File: src/rtl/div_sequencer_pkg.sv
// Shared CPU constants for the multi-cycle divider: the FSM encoding, the iteration count
// and the quotient that a divide-by-zero returns.
package div_sequencer_pkg;

    localparam logic [2:0] ST_IDLE = 3'd0;
    localparam logic [2:0] ST_PREP = 3'd1;
    localparam logic [2:0] ST_CALC = 3'd2;
    localparam logic [2:0] ST_FIX  = 3'd3;
    localparam logic [2:0] ST_DONE = 3'd4;

    localparam int          DIV_ITER     = 32;
    localparam logic [31:0] DIV_ZERO_QUO = 32'hFFFF_FFFF;

    // Two's-complement magnitude when en is set.  0x80000000 maps to itself, which is the
    // correct unsigned magnitude.
    function automatic logic [31:0] abs32(input logic [31:0] v, input logic en);
        return (en && v[31]) ? (~v + 32'd1) : v;
    endfunction

endpackage

File: src/rtl/div_step.sv
// One restoring-division iteration: shift the remainder/quotient pair left by one bit,
// then subtract the divisor when the trial difference does not borrow.
module div_step
    import div_sequencer_pkg::*;
(
    input  logic [31:0] i_rem,
    input  logic [31:0] i_quo,
    input  logic [31:0] i_dvs,
    output logic [31:0] o_rem,
    output logic [31:0] o_quo
);

    logic [32:0] w_shift;
    logic [32:0] w_diff;
    logic        w_fits;

    // The remainder is always below the divisor, so 33 bits hold the shifted value and the
    // sign bit of the difference is a reliable borrow flag.
    assign w_shift = {i_rem, i_quo[31]};
    assign w_diff  = w_shift - {1'b0, i_dvs};
    assign w_fits  = ~w_diff[32];

    assign o_rem = w_fits ? w_diff[31:0] : w_shift[31:0];
    assign o_quo = {i_quo[30:0], w_fits};

endmodule

File: src/rtl/div_sequencer.sv
// Multi-cycle DIV/DIVU sequencer for the EX stage: latches operands, runs 32 restoring
// iterations, fixes up signs and presents quotient (LO) and remainder (HI) with a done pulse.
module div_sequencer
    import div_sequencer_pkg::*;
(
    input  logic        clk,
    input  logic        rst,
    input  logic        start_ex,
    input  logic        signed_ex,
    input  logic [31:0] rdata1_ex,
    input  logic [31:0] rdata2_ex,
    input  logic        flush,
    output logic        stall_ex,
    output logic        busy,
    output logic        done,
    output logic [31:0] lo_out,
    output logic [31:0] hi_out,
    output logic [2:0]  o_dbg_state
);

    logic [2:0]  r_state;
    logic [4:0]  r_cnt;
    logic [31:0] r_dividend;
    logic [31:0] r_divisor;
    logic        r_signed;
    logic [31:0] r_rem;
    logic [31:0] r_quo;
    logic [31:0] r_dvs;
    logic        r_q_neg;
    logic        r_r_neg;
    logic [31:0] r_lo;
    logic [31:0] r_hi;

    logic        w_accept;
    logic [31:0] w_step_rem;
    logic [31:0] w_step_quo;

    div_step u_step (
        .i_rem (r_rem),
        .i_quo (r_quo),
        .i_dvs (r_dvs),
        .o_rem (w_step_rem),
        .o_quo (w_step_quo)
    );

    // flush beats a same-cycle request so a cancelled instruction never stalls the pipe.
    assign w_accept = (r_state == ST_IDLE) && start_ex && !flush;

    assign stall_ex = w_accept || (r_state == ST_PREP) || (r_state == ST_CALC)
                      || (r_state == ST_FIX);
    assign busy        = (r_state != ST_IDLE);
    assign done        = (r_state == ST_DONE);
    assign lo_out      = r_lo;
    assign hi_out      = r_hi;
    assign o_dbg_state = r_state;

    always_ff @(posedge clk) begin
        if (rst) begin
            r_state    <= ST_IDLE;
            r_cnt      <= 5'd0;
            r_dividend <= 32'd0;
            r_divisor  <= 32'd0;
            r_signed   <= 1'b0;
            r_rem      <= 32'd0;
            r_quo      <= 32'd0;
            r_dvs      <= 32'd0;
            r_q_neg    <= 1'b0;
            r_r_neg    <= 1'b0;
            r_lo       <= 32'd0;
            r_hi       <= 32'd0;
        end else if (flush) begin
            r_state <= ST_IDLE;
            r_cnt   <= 5'd0;
        end else begin
            case (r_state)
                ST_IDLE: begin
                    if (start_ex) begin
                        r_dividend <= rdata1_ex;
                        r_divisor  <= rdata2_ex;
                        r_signed   <= signed_ex;
                        r_state    <= ST_PREP;
                    end
                end
                ST_PREP: begin
                    r_q_neg <= r_signed & (r_dividend[31] ^ r_divisor[31]);
                    r_r_neg <= r_signed & r_dividend[31];
                    r_quo   <= abs32(r_dividend, r_signed);
                    r_dvs   <= abs32(r_divisor, r_signed);
                    r_rem   <= 32'd0;
                    r_cnt   <= 5'd0;
                    // Divide-by-zero bypasses the iterations; the raw dividend is the remainder.
                    if (r_divisor == 32'd0) begin
                        r_lo    <= DIV_ZERO_QUO;
                        r_hi    <= r_dividend;
                        r_state <= ST_DONE;
                    end else begin
                        r_state <= ST_CALC;
                    end
                end
                ST_CALC: begin
                    r_rem <= w_step_rem;
                    r_quo <= w_step_quo;
                    r_cnt <= r_cnt + 5'd1;
                    if (r_cnt == 5'(DIV_ITER - 1)) begin
                        r_state <= ST_FIX;
                    end
                end
                ST_FIX: begin
                    r_lo    <= r_q_neg ? (~r_quo + 32'd1) : r_quo;
                    r_hi    <= r_r_neg ? (~r_rem + 32'd1) : r_rem;
                    r_state <= ST_DONE;
                end
                ST_DONE: begin
                    r_state <= ST_IDLE;
                end
                default: begin
                    r_state <= ST_IDLE;
                end
            endcase
        end
    end

endmodule

File: config.mk
export PLATFORM = sky130hd
export DESIGN_NAME = div_sequencer
export DESIGN_NICKNAME = d
export VERILOG_FILES = /design/src/rtl/div_sequencer_pkg.sv /design/src/rtl/div_step.sv /design/src/rtl/div_sequencer.sv
export SDC_FILE = /design/constraint.sdc
export NUM_CORES = 1
export LEC_CHECK = 0
export ABC_AREA = 0
export BUFFER_PORTS_ARGS = -buffer_cell sky130_fd_sc_hd__buf_2
export CAP_MARGIN = 20
export CORE_ASPECT_RATIO = 0.9
export CORE_UTILIZATION = 54
export CTS_CLUSTER_DIAMETER = 40
export DETAILED_ROUTE_END_ITERATION = 6
export PLACE_DENSITY = 0.75
export SETUP_SLACK_MARGIN = 0.4
export SLEW_MARGIN = 20
export SYNTH_ARGS = -nofsm -noshare
export SYNTH_HDL_FRONTEND = slang
export SYNTH_SLANG_ARGS = --single-unit
File: constraint.sdc
create_clock -name clk -period 3.2 [get_ports clk]
set_input_delay 0.16 -clock clk [delete_from_list [all_inputs] [get_ports clk]]
set_output_delay 0.16 -clock clk [all_outputs]
set_load 0.02 [all_outputs]
==> results of run 1 <==
worst register-to-register path: cells and delay by family, from the launching register on:
kind                     cells  cell delay, ns
AO/OA/AOI/OAI                6            1.24
adder cells (fa/ha/maj)      2            0.53
buffers and inverters        4            0.47
flip-flops                   1            0.35
AND/OR/NAND/NOR              3            0.38
layer usage:
metal | global-route usage, % | up-vias
met5 | 0 | -
met4 | 8.18 | 0
met3 | 3.72 | 86
met2 | 51.6 | 641
met1 | 44.3 | 6616
li1 | - | 6736
worst max-delay path by stage:
stage	start	to	slack (ns)
floorplan	r_quo[31]	r_rem[27]	0.27
CTS	r_quo[31]	r_rem[13]	-0.01
global placement	r_quo[31]	r_rem[28]	0.08
detailed placement	r_quo[31]	r_rem[28]	-0.008
global route	r_dvs[4]	r_rem[12]	-0.06
finish	r_quo[31]	r_rem[5]	0.07
layout by cell type, fill, tap and decap left out, types with 10 or more instances in the layout:
cell type and count:
o21ai_1 17, nor3_1 29, ha_1 36, buf_12 11, xor2_1 90, buf_2 137
nand2b_1 12, o211ai_1 28, nor2_4 12, xnor2_1 49, or3_1 14, nand2_1 304
a21oi_1 184, clkbuf_16 35, a311oi_1 44, and2_1 11, a211oi_1 49, buf_4 90
a21oi_2 14, nor2_1 174, nor4_1 10, a21o_1 13, o31ai_1 19, dfxtp_1 225
nand3_1 16, dlygate4sd3_1 66, o21ai_0 73, mux2i_1 15, inv_1 50, a31oi_1 14
flip-flops by register name, summed over array words and instances, names as in the netlist:
register	count
r_r_neg	1
r_quo	32
r_dividend	32
r_divisor	32
o_dbg_state	3
r_q_neg	1
r_cnt	5
hi_out	32
r_signed	1
r_dvs	32
r_rem	32
lo_out	32
per-stage QoR:
stage | hold slack [ns] | setup WS, ns | utilization [%] | setup TNS, ns
floorplan | 0.296 | 0.273 | - | 0
global placement | 0.400 | 0.0762 | 60.5 | 0
detailed placement | 0.405 | -0.00806 | 60.5 | -0.00806
CTS | 0.0152 | -0.0106 | 69.6 | -0.0455
global route | 0.0317 | -0.0620 | 71.9 | -0.115
finish | 0.0182 | 0.0709 | 71.9 | 0
logic make-up (layout without fill, tap and decap cells):
logic type / after synthesis / in the layout / synth area share [%]
fa+ha+maj: 39 / 39 / 3.67
flops: 235 / 235 / 34.9
compound gates: 520 / 520 / 24.4
mux: 15 / 15 / 1.11
xor+xnor: 142 / 142 / 9.22
buf+inv: 172 / 420 / 4.93
simple gates: 660 / 660 / 21.8
area by class of cell:
| cell class | count | area (um2) |
|---|---|---|
| Multi-Input combinational cell | 1376 | 8650 |
| Sequential cell | 235 | 4720 |
| Inverter | 51 | 194 |
| Clock buffer | 41 | 873 |
| Clock inverter | 13 | 235 |
| Tap cell | 336 | 420 |
| Timing Repair Buffer | 315 | 2440 |
| Fill cell | 1847 | 6860 |
where the power goes:
group,total (uW),leakage (uW),switching (uW),internal (uW)
Combinational,1920,0.00453,1040,883
Sequential,3100,0.00191,93.8,3000
Clock,3710,0.000537,1330,2390
what timing repair did:
item	in CTS	in global routing
hold endpoints to repair	66	0
endpoints found under the setup margin	74	94
hold buffers	66	0
cloned	2	4
pin swaps	23	50
buffers inserted	21	22
gates resized for setup	65	66
==> metrics.cfg, run 1 <==
[timing]
rsz0062_at_grt = yes
finalCriticalPeriod_ns = 3.13
period_share_pct = 97.8
fmax_ghz = 0.320
setup_viol = 0
final_max_slew_viol_count = 0
hold_viol = 0
relSlewSlack_pct = 15.4
fin_worst_skew_ns = 0.0105
worst_pin_slew_ns = 1.26

[critical_path]
cp_max_fo = 8
slowest_delay_ns = 0.44
cp_top_family = compound AO/OA/AOI/OAI gates
r2r_end = r_rem[5]
path_buf_inv = 4
crit_slowest_cell = a2111oi_4
r2r_start = r_quo[31]
worst-setup-path-type = register to register
crit_cells = 15
cp_common_cell = buf_12
crit_path_end_kind = register
ff2ff_path_depth = 15
path_cells = inv_4 -> ha_4 -> fa_2 -> nor2b_4 -> o2111ai_4 -> a2111oi_4 -> o31ai_4 -> o311a_1 -> nor3_4 -> buf_12 -> buf_12 -> buf_12 -> nor3b_2 -> a21oi_1 -> o21ai_1
cp-start-kind = register
worstPathArrival_ns = 3.55
worstPathRequired_ns = 3.62
r2r_slack_ns = 0.07

[cts]
cts_tree = done
clockBufferDepth = 3
clk_pin_slew_worst_paths_ns = 0.06
cts_htree_levels = 1
clk_latency_ns = 0.56
cts.sinks = 235
cts-root-buf = clkbuf_16
cts_made_buffers = 31

[synthesis]
async_reset_ff_share_pct = 0
synth_top_area_cell = dfxtp_1
synth_warnings = 0
ys_types = 70
synth_top_flop_cell = dfxtp_1
avgSynthCellArea_um2 = 7.56
netlist_instances = 1783
synth_most_common_cell = nand2_1
synth_top_area_share_pct = 34.9
synthTopCellsByCount = nand2_1, dfxtp_1, a21oi_1
ys_seq_elements = 235
synthesis.nets = 1891
synthTopCellsByArea = dfxtp_1, nand2_1, a21oi_1
synth_edf_count = 0
syn_area_mm2 = 0.0135
yosysSeqAreaShare_pct = 34.9

[run_status]
outcome = finished, final reports clean

[floorplan]
fp.dieH_um = 152
ios = 139
rows = 54
die_w_um = 169
core_area_mm2 = 0.0244
dieArea_mm2 = 0.0256
start_util_pct = 55.3

[worst_hold_path]
worstHoldPathCells = 3
hold_path_end = r_cnt[3]
hold_start = rst
hold_class = input pin to register

[grt]
gr-usage-all-layers_pct = 31.6
grt_max_degree = 198
first_global_vias = 12900
antenna_found_initial = 0
grt.overflow.total = 0
grt_pass1_wl_um = 66300

[place]
gp_congestion = 0.897
dp_cells = 2198
placed_cell_area_mm2 = 0.0148
io_buffers = 138
hpwl_um = 27500

[finish]
syn_to_final_growth_pct = 30.0
final_area_mm2 = 0.0175
num-nets-final = 2118
fin_cells = 2367
drive_gt1_share_pct = 20.0
diodes = 0

[route]
met2_length_um = 20200
firstDrtPassIters = 5
drt_iter0_drc = 1387
routedWlPerCell_um = 18.3
wl_met1_um = 18900
vias_per_cell = 5.95
finalWirelength_um = 43300
drc = 0
via_count = 14100
antenna_left = 0
wl_met3_um = 3260
highest_layer = met4

[pwr]
powerDensity_mw_per_mm2 = 498
ir_worst_vdd_mv = 0.387
finalPower_uw = 8730
p_leak_uw = 0.00698

[flow_run]
maxCapViolCount = 0

No activity file was read; power rests on OpenSTA's default activity.
==> inputs of run 2 (changes only) <==
--- a/config.mk
+++ b/config.mk
@@ -11,7 +11,9 @@
 export CORE_ASPECT_RATIO = 0.9
 export CORE_UTILIZATION = 54
 export CTS_CLUSTER_DIAMETER = 40
+export CTS_CLUSTER_SIZE = 30
 export DETAILED_ROUTE_END_ITERATION = 6
+export GPL_TIMING_DRIVEN = 0
 export PLACE_DENSITY = 0.75
 export SETUP_SLACK_MARGIN = 0.4
 export SLEW_MARGIN = 20
==> run 2 against run 1 <==
The run now ends with DRC left. Largest cell class unchanged. Combinational power down 9.9%. Clock skew increased by 0.0028 ns. Clock-buffer cell count grew 2. Global-route usage rose by 3.3 points.
==> metrics.cfg, run 2 (same netlist as run 1, synthesis figures left out) <==
[critical_path]
cp_top_family = compound AO/OA/AOI/OAI gates
crit_cells = 14
cp_max_fo = 10
ff2ff_path_depth = 14
worstPathRequired_ns = 3.59
slowest_delay_ns = 0.36
worstPathArrival_ns = 3.52
path_cells = inv_4 -> ha_4 -> fa_2 -> nor2b_4 -> o2111ai_4 -> a2111oi_4 -> buf_4 -> o31ai_4 -> o311a_1 -> nor3_4 -> buf_12 -> buf_12 -> mux2i_2 -> o21ai_1
worst-setup-path-type = register to register
cp-start-kind = register
crit_path_end_kind = register
cp_common_cell = buf_12
path_buf_inv = 4
crit_slowest_cell = fa_2

[timing]
rsz0062_at_grt = yes
finalCriticalPeriod_ns = 3.13
worst_pin_slew_ns = 1.05
relSlewSlack_pct = 29.6
fin_worst_skew_ns = 0.0133
setup_viol = 0
setup_tns_ns = 0
fin_hold_ws_ns = 0.295
final_max_slew_viol_count = 0
period_share_pct = 97.9
fmax_ghz = 0.319
hold_viol = 0

[floorplan]
dieArea_mm2 = 0.0256
rows = 54
core_area_mm2 = 0.0244
start_util_pct = 55.3
die_w_um = 169
ios = 139
fp.dieH_um = 152

[run_status]
violations = DRC
outcome = complete, but fails checks

[finish]
layout_common_cells = nand2_1, dfxtp_1, a21oi_1
drive_gt1_share_pct = 17.6
diodes = 0
final_common_cell = nand2_1
syn_to_final_growth_pct = 29.2
num-nets-final = 2163

[pwr]
ir_worst_vdd_mv = 0.377
powerDensity_mw_per_mm2 = 506
p_leak_uw = 0.00686
finalPower_uw = 8820

[route]
firstDrtPassIters = 7
vias_per_cell = 6.04
finalWirelength_um = 46400
drc = 1
via_count = 14600
drt_iter0_drc = 1597
antenna_left = 0
routedWlPerCell_um = 19.2

[grt]
gr-usage-all-layers_pct = 34.9
antenna_found_initial = 0
grt_pass1_wl_um = 71400
first_global_vias = 13500
grt_max_degree = 14
grt.overflow.total = 0

[cts]
cts_htree_levels = 2
clockBufferDepth = 3
clk_pin_slew_worst_paths_ns = 0.06
cts_made_buffers = 35
cts-root-buf = clkbuf_16
cts_tree = done
cts.sinks = 235
clk_latency_ns = 0.52

[worst_hold_path]
worstHoldPathCells = 4
hold_class = input pin to register

[place]
gp_congestion = 0.959
hpwl_um = 32500
io_buffers = 137

[flow_run]
maxCapViolCount = 0

[run 2: cell types whose count changed in the layout (fill, tap and decap cells not counted), moves of 6 or more]
cell	before	now
o21ai_0	73	79
buf_1	0	8
buf_4	90	32
clkbuf_1	4	84
clkbuf_2	0	14
nor2_4	12	4
buf_12	11	2
nor2_1	174	184
a21oi_2	14	8
a21oi_1	184	190
dfxtp_1	225	219
[run 2: final cells by class]
cell class                      instances  area, um2
Buffer                                121        588
Timing Repair Buffer                  235       1630
Clock inverter                         19        265
Tap cell                              336        420
Fill cell                            1898       6960
Multi-Input combinational cell       1376       8650
Inverter                               51        194
Clock buffer                           43        946
Sequential cell                       235       4740
[run 2: worst register-to-register path, delay by kind of cell, from the launching register on]
kind,cells,cell delay [ns]
buffers and inverters,4,0.55
multiplexers,1,0.23
AO/OA/AOI/OAI,5,0.99
AND/OR/NAND/NOR,2,0.35
flip-flops,1,0.35
adder cells (fa/ha/maj),2,0.52
[run 2: report_power, final]
part           switching, uW  internal [uW]  total, uW
combinational            983            752       1730
sequential              98.0           3000       3100
clock                   1510           2480       3990
[run 2: routing by layer]
| layer | wire [um] | track usage, % | share of wire (%) | up-vias |
|---|---|---|---|---|
| met3 | 4970 | 7.74 | 11 | 86 |
| li1 | - | - | - | 6836 |
| met1 | 19900 | 49.5 | 43 | 6911 |
| met5 | 0 | 0 | 0 | - |
| met4 | 1120 | 8.05 | 2.4 | 0 |
| met2 | 20400 | 53.9 | 44 | 749 |
[run 2: final timing paths]
path	slack (ns)	from	endpoint
max	0.07	r_quo[31]	r_rem[21]
max reg2reg	0.07	r_quo[31]	r_rem[21]
min	0.30	flush	r_cnt[2]
min reg2reg	0.47	hi_out[7]	hi_out[7]
[run 2: what timing repair did]
item / 4_1_cts / 5_1_grt
hold endpoints to repair: 66 / 0
setup buffers: 14 / 17
hold buffers: 66 / 0
gates cloned: 1 / 0
resized for setup: 73 / 109
pin swaps: 21 / 35
setup endpoints to repair: 110 / 113
[run 2: stage by stage]
step                utilization, %  instances  cell area, um2  setup WS, ns
floorplan                        -       1783           13600         0.273
global placement              60.1       2256           14700        -0.880
detailed placement            60.1       2256           14700        -0.969
CTS                           69.5       2399           16900       -0.0264
global route                  71.4       2416           17400       -0.0205
finish                        71.4       2416           17400        0.0680
